## config.mk

```make
export PLATFORM = sky130hd
export DESIGN_NAME = mux_rr_arbiter
export DESIGN_NICKNAME = d
export VERILOG_FILES = /design/src/rtl/mux_rr_arbiter.sv
export SDC_FILE = /design/constraint.sdc
export NUM_CORES = 1
export LEC_CHECK = 0
export ABC_AREA = 0
export CORE_MARGIN = 1
export CORE_UTILIZATION = 39
export DETAILED_ROUTE_END_ITERATION = 10
export GPL_TIMING_DRIVEN = 0
export PLACE_DENSITY_LB_ADDON = 0.08
export SYNTH_ARGS = -nofsm -noshare
export SYNTH_HDL_FRONTEND = slang
export SYNTH_SLANG_ARGS = --single-unit
```

## constraint.sdc

```tcl
create_clock -name clk -period 5 [get_ports clk]
set_clock_uncertainty 0.2 [all_clocks]
set_input_delay 1 -clock clk [delete_from_list [all_inputs] [get_ports clk]]
set_output_delay 1 -clock clk [all_outputs]
set_load 0.1 [all_outputs]
```

## src/rtl/mux_rr_arbiter.sv

```systemverilog
// Round-robin arbiter for four valid/ready requesters feeding a shared 4:1 mux.
// Grants are bursts of up to BURST_LEN beats into a single registered output stage.
module mux_rr_arbiter #(
  parameter int WIDTH     = 32,
  parameter int BURST_LEN = 4
) (
  input  logic                 clk,
  input  logic                 rst,
  input  logic [3:0]           req_valid,
  input  logic [4*WIDTH-1:0]   req_data,
  output logic [3:0]           req_ready,
  output logic [1:0]           sel,
  output logic                 out_valid,
  output logic [WIDTH-1:0]     out_data,
  output logic [1:0]           out_src,
  input  logic                 out_ready,
  output logic                 busy
);

  typedef enum logic {IDLE, ACTIVE} state_t;

  state_t           state;
  logic [1:0]       rr_ptr;
  logic [3:0]       beat_cnt;
  logic             can_load;
  logic             sel_valid;
  logic             accept;
  logic             last_beat;
  logic             any_valid;
  logic [1:0]       winner;
  logic [1:0]       idx;
  logic [WIDTH-1:0] sel_data;

  // Search downward from the farthest offset so the requester nearest rr_ptr wins.
  always_comb begin
    any_valid = |req_valid;
    winner    = rr_ptr;
    idx       = rr_ptr;
    for (int k = 3; k >= 0; k--) begin
      idx = rr_ptr + 2'(k);
      if (req_valid[idx]) winner = idx;
    end
  end

  always_comb begin
    can_load  = !out_valid || out_ready;
    sel_valid = req_valid[sel];
    sel_data  = req_data[sel*WIDTH +: WIDTH];
    accept    = (state == ACTIVE) && sel_valid && can_load;
    last_beat = (beat_cnt == 4'(BURST_LEN - 1));
    req_ready = 4'b0000;
    if (state == ACTIVE && can_load) req_ready[sel] = 1'b1;
  end

  assign busy = (state == ACTIVE);

  always_ff @(posedge clk) begin
    if (rst) begin
      state     <= IDLE;
      rr_ptr    <= 2'd0;
      sel       <= 2'd0;
      beat_cnt  <= 4'd0;
      out_valid <= 1'b0;
      out_data  <= '0;
      out_src   <= 2'd0;
    end else begin
      case (state)
        IDLE: begin
          if (any_valid) begin
            sel      <= winner;
            beat_cnt <= 4'd0;
            state    <= ACTIVE;
          end
        end
        ACTIVE: begin
          // A dropped valid ends the grant without taking a beat.
          if (!sel_valid) begin
            state  <= IDLE;
            rr_ptr <= sel + 2'd1;
          end else if (can_load) begin
            beat_cnt <= beat_cnt + 4'd1;
            if (last_beat) begin
              state  <= IDLE;
              rr_ptr <= sel + 2'd1;
            end
          end
        end
        default: state <= IDLE;
      endcase

      if (accept) begin
        out_data  <= sel_data;
        out_src   <= sel;
        out_valid <= 1'b1;
      end else if (out_ready) begin
        out_valid <= 1'b0;
      end
    end
  end

endmodule
```

==> flow_summary.html <==
<table>
<tr><th>Metric</th><th>Value</th></tr>
<tr><th colspan="2">Setup path</th></tr>
<tr><td>Type of element capturing the critical path</td><td>primary output</td></tr>
<tr><td>Cell chain of the critical path</td><td>clkdlybuf4s50_1, nand2b_1, clkbuf_1, and3_1, clkdlybuf4s50_1</td></tr>
<tr><td>Top delay family on crit path</td><td>buffers and inverters</td></tr>
<tr><td>Cell repeated most along the worst path</td><td>clkdlybuf4s50_1</td></tr>
<tr><td>Arrival time at the worst endpoint</td><td>3.31 ns</td></tr>
<tr><td>Combined buffer and inverter count along the critical path</td><td>3</td></tr>
<tr><td>Maximum fanout encountered on the critical timing path</td><td>10</td></tr>
<tr><td>CP Class</td><td>in -&gt; out</td></tr>
<tr><td>Required time of the critical path</td><td>3.80 ns</td></tr>
<tr><td>Crit-path slowest cell</td><td>clkdlybuf4s50_1</td></tr>
<tr><td>Crit path launch type</td><td>primary input</td></tr>
<tr><td>Longest individual stage delay on the worst path</td><td>1.13 ns</td></tr>
<tr><th colspan="2">Logic synthesis</th></tr>
<tr><td>Number of synthesized flops with an enable pin</td><td>0</td></tr>
<tr><td>Largest area contributor in the netlist</td><td>dfxtp_1</td></tr>
<tr><td>Count of state elements after synthesis</td><td>44</td></tr>
<tr><td>Synth warnings</td><td>0</td></tr>
<tr><td>Number of library cell types mapped by synthesis</td><td>31</td></tr>
<tr><td>Cells after Synth</td><td>266</td></tr>
<tr><td>Mean post-synth cell area</td><td>9.81 µm²</td></tr>
<tr><td>Library cell with the highest instance count after synthesis</td><td>nand2_1</td></tr>
<tr><td>Combined area of all synthesized cells</td><td>0.00261 mm²</td></tr>
<tr><td>Net count of the mapped netlist</td><td>406</td></tr>
<tr><td>Cells taking the most area after synthesis</td><td>dfxtp_1 34%, mux4_2 28%, nand2_1 9.9%, a21oi_1 8.1%, ha_1 2.4%</td></tr>
<tr><td>Top post-synthesis cells by count</td><td>69 x nand2_1, 44 x dfxtp_1, 42 x a21oi_1</td></tr>
<tr><td>Proportion of synthesized chip area in sequential cells</td><td>33.7%</td></tr>
<tr><td>Share of flip-flops with an asynchronous set or reset</td><td>0%</td></tr>
<tr><td>Fraction of post-synthesis cell area in the top cell type by area</td><td>33.7%</td></tr>
<tr><td>Leading register cell type out of synthesis</td><td>dfxtp_1</td></tr>
<tr><th colspan="2">Placed design</th></tr>
<tr><td>Final weighted congestion of routability-driven global placement</td><td>0.788</td></tr>
<tr><td>Count of port buffers added during placement</td><td>176</td></tr>
<tr><td>Placed Instances</td><td>519</td></tr>
<tr><td>Half-perimeter wire length after detailed placement</td><td>6.28 mm</td></tr>
<tr><th colspan="2">Finish</th></tr>
<tr><td>Post-route non-filler standard cell count</td><td>526</td></tr>
<tr><td>Fill cell instance count of the final layout</td><td>506</td></tr>
<tr><td>Area growth from synthesis to final layout</td><td>74.2%</td></tr>
<tr><td>Diodes inserted</td><td>0</td></tr>
<tr><td>Number of nets in the final layout</td><td>589</td></tr>
<tr><td>Fraction of final layout cells with drive strength greater than 1</td><td>12.9%</td></tr>
<tr><th colspan="2">Global routing</th></tr>
<tr><td>First-pass GRT wire length</td><td>12.6 mm</td></tr>
<tr><td>Largest net degree at the start of global routing</td><td>13</td></tr>
<tr><td>Number of antenna violations at the first check in global routing</td><td>0</td></tr>
<tr><td>Grt ovf</td><td>0</td></tr>
<tr><td>Global Route Usage Sum</td><td>22.5%</td></tr>
<tr><td>Number of global-route vias before repair</td><td>2,695</td></tr>
<tr><th colspan="2">Pwr</th></tr>
<tr><td>Switching power</td><td>0.396 mW</td></tr>
<tr><td>Sequential power share</td><td>35.9%</td></tr>
<tr><td>Leakage power figure</td><td>1.60 nW</td></tr>
<tr><td>Part of the total power dissipated in combinational logic</td><td>45.3%</td></tr>
<tr><td>Sw Share</td><td>36.7%</td></tr>
<tr><td>Worst IR drop on VDD</td><td>0.000120 V</td></tr>
<tr><td>Proportion of power drawn by the clock network</td><td>18.8%</td></tr>
<tr><td>Power Density</td><td>237 mW/mm²</td></tr>
<tr><td>Internal power</td><td>0.683 mW</td></tr>
<tr><th colspan="2">Timing</th></tr>
<tr><td>Number of pins exceeding their max-slew limit in the final report</td><td>0</td></tr>
<tr><td>Count of final setup violators</td><td>0</td></tr>
<tr><td>Final worst path period share</td><td>90.1%</td></tr>
<tr><td>Clock period minus final worst setup slack</td><td>4.51 ns</td></tr>
<tr><td>Worst relative slew slack</td><td>32.5%</td></tr>
<tr><td>Final Hold Violating Endpoints</td><td>0</td></tr>
<tr><td>Hold_ws</td><td>0.255 ns</td></tr>
<tr><td>Slew at the pin closest to its max-slew limit</td><td>1.01 ns</td></tr>
<tr><td>Setup repair after global routing missed its margin</td><td>false</td></tr>
<tr><td>Final-layout setup total negative slack</td><td>0 ns</td></tr>
<tr><td>Maximum operating frequency</td><td>0.222 GHz</td></tr>
<tr><th colspan="2">Drt</th></tr>
<tr><td>Routed WL</td><td>7.69 mm</td></tr>
<tr><td>Drt first-iter violations</td><td>107</td></tr>
<tr><td>Number of routed nets with antenna violations</td><td>0</td></tr>
<tr><td>Number of detailed-routing iterations run before antenna repair</td><td>7</td></tr>
<tr><td>DR DRC count</td><td>26</td></tr>
<tr><td>Via density per instance</td><td>5.27</td></tr>
<tr><td>Via Count</td><td>2,773</td></tr>
<tr><td>WL/cell</td><td>14.6 µm</td></tr>
<tr><th colspan="2">Floorplanning</th></tr>
<tr><td>Horizontal extent of the die</td><td>83.8 µm</td></tr>
<tr><td>Num ports</td><td>177</td></tr>
<tr><td>Die height</td><td>83.8 µm</td></tr>
<tr><td>Die footprint</td><td>0.00702 mm²</td></tr>
<tr><td>Initial Utilization</td><td>40.6%</td></tr>
<tr><td>Cell Rows</td><td>29</td></tr>
<tr><td>Core Region</td><td>0.00642 mm²</td></tr>
<tr><th colspan="2">Clock tree</th></tr>
<tr><td>CTS clock-pin slew for the worst setup and hold paths</td><td>0.07 ns</td></tr>
<tr><td>Count of hold-fix buffers inserted at cts</td><td>0</td></tr>
<tr><td>Latest clock arrival within the worst-skew pair</td><td>0.28 ns</td></tr>
<tr><td>H-Tree Level Count</td><td>2</td></tr>
<tr><td>Gates resized, CTS repair</td><td>0</td></tr>
<tr><td>Clock buffers created by TritonCTS</td><td>5</td></tr>
<tr><td>Clock root buffer</td><td>clkbuf_8</td></tr>
<tr><td>Setup repair bufs after CTS</td><td>0</td></tr>
<tr><td>TritonCTS clock tree</td><td>yes</td></tr>
<tr><td>Maximum count of clock buffers along a single path</td><td>2</td></tr>
<tr><td>Clock net sink count</td><td>44</td></tr>
<tr><th colspan="2">Job</th></tr>
<tr><td>Max-capacitance violation count</td><td>0</td></tr>
<tr><th colspan="2">Worst hold path</th></tr>
<tr><td>HP Class</td><td>reg -&gt; reg</td></tr>
<tr><th colspan="2">Outcome</th></tr>
<tr><td>Result of the run</td><td>finished with violations</td></tr>
<tr><td>Violations in the final reports</td><td>DRC</td></tr>
</table>
[power groups by stage]
stage / sequential (mW) / clock, mW / combinational (mW)
floorplan: 0.544 / 0 / 0.161
global placement: 0.395 / 0 / 0.485
detailed placement: 0.396 / 0 / 0.491
CTS: 0.388 / 0.208 / 0.493
global route: 0.391 / 0.224 / 0.518
finish: 0.388 / 0.203 / 0.489
[cell families after synthesis]
| group | after synthesis | share of synthesized area (%) |
|---|---|---|
| adders and majority gates | 5 | 2.40 |
| buffers and inverters | 26 | 5.66 |
| muxes | 37 | 30.2 |
| and+or+nand+nor | 102 | 17.2 |
| xor gates and xnor gates | 2 | 0.671 |
| DFF | 44 | 33.7 |
| AOI/OAI and AO/OA | 50 | 10.2 |
[placed cells by master (no fill, tap or decap), types with 4 or more instances in the layout]
cell / netlist / layout
a21oi_1: 42 / 42
nand2b_1: 6 / 6
nor2_1: 5 / 5
clkdlybuf4s50_1: 0 / 176
buf_6: 4 / 4
ha_1: 5 / 5
inv_1: 4 / 4
clkbuf_1: 8 / 9
nand3_1: 5 / 5
nand2_1: 69 / 69
and3_1: 6 / 6
dfxtp_1: 44 / 44
buf_2: 7 / 7
mux4_2: 33 / 33
clkbuf_8: 0 / 5
[layout make-up]
type	count	area [µm²]	share of cell area, %
multi-input combinational	196	1580	34.8
inverter	4	15.0	0.330
buffer	22	133	2.92
sequential	44	881	19.4
clock buffer	6	72.6	1.60
timing repair buffer	176	1760	38.8
clock inverter	1	5.00	0.110
tap	77	96.3	2.12
[state kept, by name, summed over array words and instances, names as in the netlist]
| name | flops |
|---|---|
| out_src | 2 |
| beat_cnt | 4 |
| rr_ptr | 2 |
| busy | 1 |
| out_valid | 1 |
| out_data | 32 |
| sel | 2 |
[metal layers]
metal / part of all wire (%) / GRT usage [%]
met5: 0 / 0
met2: 53 / 42.3
met4: 0.74 / 4.23
met1: 38 / 25.4
met3: 8.0 / 6.33
[worst register-to-register path, stage by stage, from the launching register on]
cell and delay [ns]:
dfxtp_1 0.44, clkbuf_1 0.49, buf_2 0.36, inv_1 0.10, ha_1 0.28, nand2b_1 0.05
mux2i_1 0.15
[metrics by stage]
step                setup slack [ns]  area, µm²  power (mW)  utilization (%)
floorplan                       1.38       2610       0.705                -
global placement               0.538       4470       0.880             69.6
detailed placement             0.513       4470       0.887             69.6
CTS                            0.500       4550        1.09             70.8
global route                   0.377       4550        1.13             70.8
finish                         0.493       4550        1.08             70.8
[worst paths after layout]
path / from / to / slack, ns / cells after the start
worst max-delay path: out_ready / req_ready[3] / 0.49 / 5
worst min-delay path: out_data[2] / out_data[2] / 0.25 / 2
worst max register to register: sel[1] / rr_ptr[1] / 2.86 / 6
worst min register to register: out_data[2] / out_data[2] / 0.25 / 2
Note: power is estimated with default switching activity, not from simulation.
